==> src/rtl/im_loader.sv <==
// im_loader: boot-time instruction-memory writer; sweeps the memory to zero, then writes a
// big-endian byte stream as 32-bit words from BASE_ADDR. Define IM_LOADER_CHECKSUM_EN for a checksum trailer.
module im_loader #(
    parameter logic [31:0] BASE_ADDR = 32'h3000,
    parameter int unsigned DEPTH     = 4096,
    parameter int unsigned CNT_W     = 13
) (
    input  logic             clk,
    input  logic             reset,
    input  logic             start,
    input  logic [CNT_W-1:0] len,
    input  logic [7:0]       byte_in,
    input  logic             byte_valid,
    output logic             byte_ready,
    output logic             wr_en,
    output logic [31:0]      wr_addr,
    output logic [31:0]      wr_data,
    output logic             busy,
    output logic             done,
    output logic             cpu_hold,
`ifdef IM_LOADER_CHECKSUM_EN
    output logic             cksum_err,
`endif
    output logic [CNT_W-1:0] words_written
);

    typedef enum logic [1:0] {IDLE, CLEAR, LOAD, DONE} state_t;

    localparam logic [CNT_W-1:0] DEPTH_CNT = CNT_W'(DEPTH);
    localparam logic [CNT_W-1:0] LAST_IDX  = CNT_W'(DEPTH - 1);

    state_t           state_q, state_d;
    logic [CNT_W-1:0] len_q, len_d;
    logic [CNT_W-1:0] idx_q, idx_d;
    logic [CNT_W-1:0] words_d;
    logic [23:0]      asm_q, asm_d;
    logic [1:0]       bcnt_q, bcnt_d;
    logic             byte_ready_d, wr_en_d, busy_d, done_d, cpu_hold_d;
    logic [31:0]      wr_addr_d, wr_data_d;

    logic             accept;
    logic [31:0]      word;
    logic [CNT_W-1:0] words_inc;
    logic [31:0]      load_addr;
    logic             err_hold;

    assign accept    = byte_valid && byte_ready;
    assign word      = {asm_q, byte_in};
    assign words_inc = words_written + CNT_W'(1);
    assign load_addr = BASE_ADDR + (32'(words_written) << 2);

`ifdef IM_LOADER_CHECKSUM_EN
    logic [31:0] sum_q, sum_d;
    logic        cks_phase_q, cks_phase_d;
    logic        cksum_err_d;
    assign err_hold = cksum_err;
`else
    assign err_hold = 1'b0;
`endif

    // State and registered outputs
    always_ff @(posedge clk or negedge reset) begin
        if (!reset) begin
            state_q       <= IDLE;
            len_q         <= '0;
            idx_q         <= '0;
            asm_q         <= '0;
            bcnt_q        <= '0;
            byte_ready    <= 1'b0;
            wr_en         <= 1'b0;
            wr_addr       <= BASE_ADDR;
            wr_data       <= '0;
            busy          <= 1'b0;
            done          <= 1'b0;
            cpu_hold      <= 1'b1;
            words_written <= '0;
`ifdef IM_LOADER_CHECKSUM_EN
            sum_q         <= '0;
            cks_phase_q   <= 1'b0;
            cksum_err     <= 1'b0;
`endif
        end else begin
            state_q       <= state_d;
            len_q         <= len_d;
            idx_q         <= idx_d;
            asm_q         <= asm_d;
            bcnt_q        <= bcnt_d;
            byte_ready    <= byte_ready_d;
            wr_en         <= wr_en_d;
            wr_addr       <= wr_addr_d;
            wr_data       <= wr_data_d;
            busy          <= busy_d;
            done          <= done_d;
            cpu_hold      <= cpu_hold_d;
            words_written <= words_d;
`ifdef IM_LOADER_CHECKSUM_EN
            sum_q         <= sum_d;
            cks_phase_q   <= cks_phase_d;
            cksum_err     <= cksum_err_d;
`endif
        end
    end

    // Next-state and next-output logic; values computed here appear on the ports next cycle
    always_comb begin
        state_d      = state_q;
        len_d        = len_q;
        idx_d        = idx_q;
        asm_d        = asm_q;
        bcnt_d       = bcnt_q;
        words_d      = words_written;
        byte_ready_d = 1'b0;
        wr_en_d      = 1'b0;
        wr_addr_d    = wr_addr;
        wr_data_d    = wr_data;
        busy_d       = 1'b0;
        done_d       = 1'b0;
        cpu_hold_d   = 1'b1;
`ifdef IM_LOADER_CHECKSUM_EN
        sum_d        = sum_q;
        cks_phase_d  = cks_phase_q;
        cksum_err_d  = cksum_err;
`endif

        unique case (state_q)
            IDLE, DONE: begin
                if (state_q == DONE) begin
                    done_d     = 1'b1;
                    cpu_hold_d = err_hold;
                end
                if (start) begin
                    state_d    = CLEAR;
                    len_d      = (len > DEPTH_CNT) ? DEPTH_CNT : len;
                    idx_d      = '0;
                    bcnt_d     = '0;
                    words_d    = '0;
                    wr_en_d    = 1'b1;
                    wr_addr_d  = BASE_ADDR;
                    wr_data_d  = '0;
                    busy_d     = 1'b1;
                    done_d     = 1'b0;
                    cpu_hold_d = 1'b1;
`ifdef IM_LOADER_CHECKSUM_EN
                    sum_d       = '0;
                    cks_phase_d = 1'b0;
                    cksum_err_d = 1'b0;
`endif
                end
            end

            // idx_q is the word being cleared in the current cycle
            CLEAR: begin
                busy_d = 1'b1;
                if (idx_q == LAST_IDX) begin
                    if (len_q == '0) begin
                        state_d    = DONE;
                        busy_d     = 1'b0;
                        done_d     = 1'b1;
                        cpu_hold_d = 1'b0;
                    end else begin
                        state_d      = LOAD;
                        byte_ready_d = 1'b1;
                    end
                end else begin
                    idx_d     = idx_q + CNT_W'(1);
                    wr_en_d   = 1'b1;
                    wr_addr_d = wr_addr + 32'd4;
                    wr_data_d = '0;
                end
            end

`ifdef IM_LOADER_CHECKSUM_EN
            // Image words, then a 4-byte trailer compared against the running sum
            LOAD: begin
                busy_d       = 1'b1;
                byte_ready_d = 1'b1;
                if (accept) begin
                    bcnt_d = bcnt_q + 2'd1;
                    asm_d  = {asm_q[15:0], byte_in};
                    if (bcnt_q == 2'd3) begin
                        if (cks_phase_q) begin
                            state_d      = DONE;
                            byte_ready_d = 1'b0;
                            busy_d       = 1'b0;
                            done_d       = 1'b1;
                            cksum_err_d  = (word != sum_q);
                            cpu_hold_d   = (word != sum_q);
                        end else begin
                            wr_en_d   = 1'b1;
                            wr_data_d = word;
                            wr_addr_d = load_addr;
                            words_d   = words_inc;
                            sum_d     = sum_q + word;
                            if (words_inc == len_q) begin
                                cks_phase_d = 1'b1;
                            end
                        end
                    end
                end
            end
`else
            // The final write cycle shows words_written == len_q with byte_ready already low
            LOAD: begin
                busy_d       = 1'b1;
                byte_ready_d = 1'b1;
                if (words_written == len_q) begin
                    state_d      = DONE;
                    byte_ready_d = 1'b0;
                    busy_d       = 1'b0;
                    done_d       = 1'b1;
                    cpu_hold_d   = 1'b0;
                end else if (accept) begin
                    bcnt_d = bcnt_q + 2'd1;
                    asm_d  = {asm_q[15:0], byte_in};
                    if (bcnt_q == 2'd3) begin
                        wr_en_d   = 1'b1;
                        wr_data_d = word;
                        wr_addr_d = load_addr;
                        words_d   = words_inc;
                        if (words_inc == len_q) begin
                            byte_ready_d = 1'b0;
                        end
                    end
                end
            end
`endif
        endcase
    end

endmodule

==> config.mk <==
export PLATFORM = sky130hd
export DESIGN_NAME = im_loader
export DESIGN_NICKNAME = d
export VERILOG_FILES = /design/src/rtl/im_loader.sv
export SDC_FILE = /design/constraint.sdc
export NUM_CORES = 1
export LEC_CHECK = 0
export CELL_PAD_IN_SITES_DETAIL_PLACEMENT = 0
export CELL_PAD_IN_SITES_GLOBAL_PLACEMENT = 2
export CORE_MARGIN = 2
export CORE_UTILIZATION = 40
export DETAILED_ROUTE_END_ITERATION = 10
export DONT_BUFFER_PORTS = 1
export GPL_TIMING_DRIVEN = 0
export PLACE_DENSITY_LB_ADDON = 0.15
export SLEW_MARGIN = 30
export SYNTH_ARGS = -nofsm -noshare
export SYNTH_HDL_FRONTEND = slang
export SYNTH_SLANG_ARGS = --single-unit
==> constraint.sdc <==
create_clock -name clk -period 2.5 [get_ports clk]
set_clock_uncertainty 0.05 [all_clocks]
set_input_delay 0.125 -clock clk [delete_from_list [all_inputs] [get_ports clk]]
set_output_delay 0.125 -clock clk [all_outputs]
set_load 0.05 [all_outputs]
==> results of run 1 <==
## cell usage after synthesis (14+ instances only)
cell type,count,area share [%]
a21oi_1,27,1.9
a22o_1,44,5.4
buf_2,15,1.1
clkbuf_1,29,1.5
dfrtp_1,131,46
inv_1,23,1.2
mux2i_1,19,2.7
nand2_1,117,6.2
nand3_1,28,2.0
nand4_1,22,1.9
nor2_1,49,2.6
nor3_1,14,0.99
nor4_1,16,1.4
o21ai_0,31,2.2
xnor2_1,23,2.8
## timing repair
action / 4_1_cts / 5_1_grt
gates cloned: 1 / 2
setup buffers: 7 / 9
hold endpoints to repair: 163 / 134
gates resized for setup: 72 / 82
pin swaps: 7 / 12
setup endpoints to repair: 108 / 103
## through the flow
| stage | setup TNS [ns] | util, % | area (um^2) | setup slack [ns] |
|---|---|---|---|---|
| floorplan | 0 | - | 7090 | 0.0320 |
| global placement | -40.90 | 42.6 | 7370 | -0.548 |
| detailed placement | -43.89 | 42.6 | 7370 | -0.568 |
| CTS | -0.0506 | 49.0 | 8480 | -0.0140 |
| global route | -1.27 | 51.2 | 8860 | -0.0811 |
| finish | -0.0615 | 51.2 | 8860 | -0.0308 |
## routing by layer
| metal | vias to the layer above | track usage [%] | wire (um) |
|---|---|---|---|
| li1 | 2869 | - | - |
| met1 | 3156 | 34.1 | 10300 |
| met2 | 241 | 38.6 | 10900 |
| met3 | 28 | 7.63 | 1760 |
| met4 | 0 | 6.99 | 361 |
| met5 | - | 0 | 0 |
## path summary, 6_finish.rpt
check	slack [ns]	from	end	cells past startpoint
worst min-delay path	-0.65	reset	idx_q[8]$_DFFE_PN0P_	0
worst max register to register	-0.03	words_written[4]$_DFFE_PN0P_	state_q[1]$_DFFE_PN0P_	7
worst max-delay path	-0.03	words_written[4]$_DFFE_PN0P_	state_q[1]$_DFFE_PN0P_	7
min in group clk	0.08	byte_valid	words_written[9]$_DFFE_PN0P_	5
max in group asynchronous	2.72	reset	words_written[7]$_DFFE_PN0P_	0
worst min register to register	0.43	asm_q[18]$_DFFE_PN0P_	asm_q[18]$_DFFE_PN0P_	2
## kinds of logic after synthesis
group / count (synthesis) / synth area share, %
adders and majority gates: 9 / 1.59
and+or+nand+nor: 276 / 18.2
buffers and inverters: 80 / 5.11
muxes: 25 / 3.64
AOI/OAI and AO/OA: 186 / 19.4
other: 1 / 0.0530
DFF: 134 / 47.4
xor gates and xnor gates: 36 / 4.56
## critical path: stages, from the launching register on
cell and delay, ns:
dfrtp_2 0.52, buf_4 0.22, xnor2_1 0.29, inv_1 0.13
or3_1 0.41, o21ai_1 0.40, nand3_1 0.15, a32o_1 0.23
## cell type report
class | count | area (um^2)
tap | 225 | 282
fill | 1575 | 8430
timing repair buffer | 41 | 422
clock inverter | 15 | 198
clock buffer | 17 | 425
sequential | 134 | 3420
buffer | 53 | 374
multi-input combinational | 534 | 3650
inverter | 24 | 91.3
## power by group
group          leakage [nW]  total [W]  switching (W)  internal, W
logic                  1.68    0.00415        0.00257      0.00158
registers              1.77    0.00321       0.000663      0.00255
clock network         0.305    0.00269        0.00115      0.00154
total                  3.75     0.0100        0.00438      0.00567
## flip-flops by register name (all words and copies together) (netlist names)
name / flops
asm_q: 24
wr_data: 32
wr_addr: 30
byte_ready: 1
idx_q: 13
busy: 1
len_q: 13
bcnt_q: 2
cpu_hold: 1
wr_en: 1
done: 1
state_q: 2
words_written: 13
==> impl_metrics.yaml, run 1 <==
status:
  status: "finished with violations"
  violations: "hold timing, setup timing"
layout:
  nets: 839
  n_antenna_cell: 0
  finalNonFillerCells: 1043
  final_cell_mix: "nand2_1, dfrtp_1, a22o_1, nor2_1, o21ai_0"
  syn_to_final_growth_pct: 25.2
  drive_gt1_share_pct: 21.9
  final_common_cell: "nand2_1"
floorplanning:
  start_util_pct: 40.9
  coreArea_um2: 17300
  top_level_ports: 107
  fp.dieW_um: 137
  die_h_um: 137
  die_area_um2: 18800
  rows: 48
pwr:
  leakagePower_nw: 3.75
  peakVddDrop_mv: 0.544
  power_w: 0.0100
  cellPowerDensity_nw_per_um2: 1130
yosys:
  yosysWarnings: 0
  yosysSeqAreaShare_pct: 47.4
  synth_area_um2: 7080
  synth_edf_count: 0
  synth_ff_type: "dfrtp_1"
  ys_seq_elements: 134
  synth.distinct_cells: 69
  syn_area_per_cell_um2: 9.48
  async_reset_ff_share_pct: 100
  synthCells: 747
clocking:
  cts_tree: "built"
  path_clk_slew_ns: 0.07
  cts-root-buf: "clkbuf_16"
  clock_sinks: 134
  hold_buffers: 22
  htreeDepth: 4
  max-clock-path-buffers: 2
  insertion_delay_ns: 0.43
  cts_buffers: 17
routing:
  num_vias: 6294
  drtIter0Drc: 559
  vias_per_cell: 6.03
  wl_per_cell_um: 22.4
  post-route-drc-count: 0
  wl_mm: 23.4
  firstDrtPassIters: 5
  ant_nets: 0
timing:
  finalSetupViolCount: 3
  rsz0062_at_grt: "yes"
  slew_headroom_pct: 49.2
  worst_slack_ns: -0.0308
  hold_viol: 134
  period_share_pct: 101
  post-route-min-period_ns: 2.53
  max_freq_ghz: 0.395
  holdWs_ns: -0.655
  worst_slew_pin_slew_ns: 0.756
  slew_viol_final: 0
global_route:
  globalRouteTotalUtil_pct: 25.0
  grt_start_max_net_pins: 135
  grt-ovfl-total: 0
  grt_pass1_vias: 6238
  grt_pass1_wl_mm: 35.6
  antenna_found_initial: 0
worst_setup_path:
  start_kind: "flop"
  cp.required_ns: 2.76
  end_kind: "flop"
  cp.arrival_ns: 2.79
  path_max_fanout: 7
  critical_path_class: "flop to flop"
place:
  port_buffers: 0
  dp.cells: 973
  hpwl_mm: 15.5
  place.gp.congestion: 0.831
min_path:
  hold_class: "input pin to asynchronous set/reset pin"
run:
  maxCapViolations: 0
No activity file was read; power rests on OpenSTA's default activity.
==> run 2, diff against run 1 <==
--- a/config.mk
+++ b/config.mk
@@ -12,6 +12,7 @@
 export DETAILED_ROUTE_END_ITERATION = 10
 export DONT_BUFFER_PORTS = 1
 export GPL_TIMING_DRIVEN = 0
+export MAX_ROUTING_LAYER = met4
 export PLACE_DENSITY_LB_ADDON = 0.15
 export SLEW_MARGIN = 30
 export SYNTH_ARGS = -nofsm -noshare
==> constraint.sdc (replaced) <==
create_clock -name clk -period 2.5 [get_ports clk]
set_clock_uncertainty 0.05 [all_clocks]
set_input_delay 0.25 -clock clk [delete_from_list [all_inputs] [get_ports clk]]
set_output_delay 0.25 -clock clk [all_outputs]
set_load 0.05 [all_outputs]
==> run 2 against run 1 <==
Compared with the run above: the run still ends with hold timing, setup timing left; core utilization decreased by 0.13 points; hold slack improved by 0.12 ns; register-to-register slack hardly changed; global-route usage is 0.64 points higher; flip-flop and latch count unchanged; count of clock-buffer cells in the layout unchanged; via count decreased by 1.1%; design area down 0.25%; critical path depth rose by 2; worst setup slack gained 0.011 ns; largest cell class unchanged; largest power group unchanged.
==> impl_metrics.yaml, run 2 (synthesis results as in run 1) <==
status:
  status: "finished with violations"
  violations: "hold timing, setup timing"
global_route:
  grt_pass1_wl_mm: 35.5
  grt-ovfl-total: 0
  grt_start_max_net_pins: 135
  globalRouteTotalUtil_pct: 25.7
  grt_pass1_vias: 6229
  antenna_found_initial: 0
timing:
  max_freq_ghz: 0.397
  post-route-min-period_ns: 2.52
  worst_slew_pin_slew_ns: 0.788
  hold_viol: 134
  holdWs_ns: -0.536
  worst_slack_ns: -0.0201
  period_share_pct: 101
  finalSetupViolCount: 2
  slew_viol_final: 0
  slew_headroom_pct: 47.0
  rsz0062_at_grt: "yes"
routing:
  drtIter0Drc: 578
  wl_mm: 23.2
  num_vias: 6226
  ant_nets: 0
  vias_per_cell: 5.98
  post-route-drc-count: 0
  wl_per_cell_um: 22.3
  firstDrtPassIters: 5
layout:
  n_antenna_cell: 0
  syn_to_final_growth_pct: 24.9
  nets: 838
  drive_gt1_share_pct: 21.9
  top_register: "wr_data"
  largest_register_ffs: 32
  area.sequential_um2: 3420
  finalNonFillerCells: 1042
  final_common_cell: "nand2_1"
  largestRegisters: "wr_data (32), wr_addr (30), asm_q (24)"
  nFillCells: 1576
  utilization_pct: 51.1
  multiInputGateArea_um2: 3640
  final_cell_mix: "nand2_1, dfrtp_1, a22o_1"
pwr:
  cellPowerDensity_nw_per_um2: 1130
  power_w: 0.0100
  leakagePower_nw: 3.74
  peakVddDrop_mv: 0.529
worst_setup_path:
  start_kind: "flop"
  cp.arrival_ns: 2.78
  worstReg2RegEnd: "wr_addr[5]$_DFFE_PN0P_"
  critical_path_class: "flop to flop"
  end_kind: "flop"
  regToRegSetupSlack_ns: -0.02
  reg2regPathDepth: 9
  path_max_fanout: 5
  r2r_start: "words_written[8]$_DFFE_PN0P_"
  cp.required_ns: 2.76
place:
  dp.cells: 973
  hpwl_mm: 15.5
  place.gp.congestion: 0.843
  port_buffers: 0
floorplanning:
  die_area_um2: 18800
  fp.dieW_um: 137
  rows: 48
  top_level_ports: 107
  start_util_pct: 40.9
  die_h_um: 137
  coreArea_um2: 17300
clocking:
  htreeDepth: 4
  hold_buffers: 21
  cts_buffers: 17
  cts_tree: "built"
  path_clk_slew_ns: 0.07
  insertion_delay_ns: 0.43
  cts-root-buf: "clkbuf_16"
  clock_sinks: 134
  max-clock-path-buffers: 2
run:
  maxCapViolations: 0
min_path:
  hold_class: "input pin to asynchronous set/reset pin"
==> run 2: how the worst max path moves through the flow <==
stage,startpoint,to
2_1_floorplan,words_written[7]$_DFFE_PN0P_,wr_addr[10]$_DFFE_PN0P_
3_3_place_gp,state_q[1]$_DFFE_PN0P_,wr_addr[14]$_DFFE_PN0P_
3_5_place_dp,state_q[1]$_DFFE_PN0P_,wr_addr[19]$_DFFE_PN0P_
4_1_cts,wr_addr[12]$_DFFE_PN1P_,wr_addr[29]$_DFFE_PN0P_
5_1_grt,state_q[0]$_DFFE_PN0P_,idx_q[0]$_DFFE_PN0P_
6_report,words_written[8]$_DFFE_PN0P_,wr_addr[5]$_DFFE_PN0P_
==> run 2: layer usage <==
| metal | up-vias | GRT usage [%] | share of wire (%) |
|---|---|---|---|
| met5 | - | - | 0 |
| met4 | 0 | 6.93 | 1.7 |
| met3 | 31 | 7.74 | 7.7 |
| met2 | 218 | 38.4 | 46 |
| met1 | 3120 | 34.0 | 44 |
| li1 | 2857 | - | - |
==> run 2: layout make-up <==
class	count	area share (%)
Buffer	54	4.25
Timing Repair Buffer	39	4.57
Tap cell	225	3.18
Multi-Input combinational cell	534	41.2
Clock inverter	15	2.24
Clock buffer	17	4.81
Sequential cell	134	38.7
Inverter	24	1.03
==> run 2: through the flow <==
stage | cell area (um^2) | worst slack (ns) | setup TNS (ns) | hold slack [ns]
after floorplan | 7090 | 0.0320 | 0 | -0.0956
after global placement | 7370 | -0.548 | -40.90 | -0.0916
after detailed placement | 7370 | -0.568 | -43.89 | -0.0892
after CTS | 8470 | -0.0140 | -0.0506 | -0.541
after global routing | 8840 | -0.103 | -2.13 | -0.552
final | 8840 | -0.0201 | -0.0345 | -0.536
==> run 2: critical path, stage by stage, from the launching register on <==
cell and delay, ns:
dfrtp_2 0.52, buf_6 0.18, xor2_4 0.18, nor4b_4 0.28, and4_1 0.25, buf_6 0.14, a21oi_4 0.08, o21ai_4 0.21
buf_6 0.17, mux2_2 0.33
==> run 2: power by group <==
group          internal [W]  switching [W]  leakage [nW]
clock network       0.00154        0.00115         0.305
logic               0.00157        0.00253          1.67
registers           0.00255       0.000669          1.77
==> run 2: timing repair <==
action	CTS	global route
buffers inserted	7	8
pin swaps	7	12
cloned	1	2
setup endpoints to repair	108	101
hold endpoints to repair	163	134
gates resized for setup	72	85
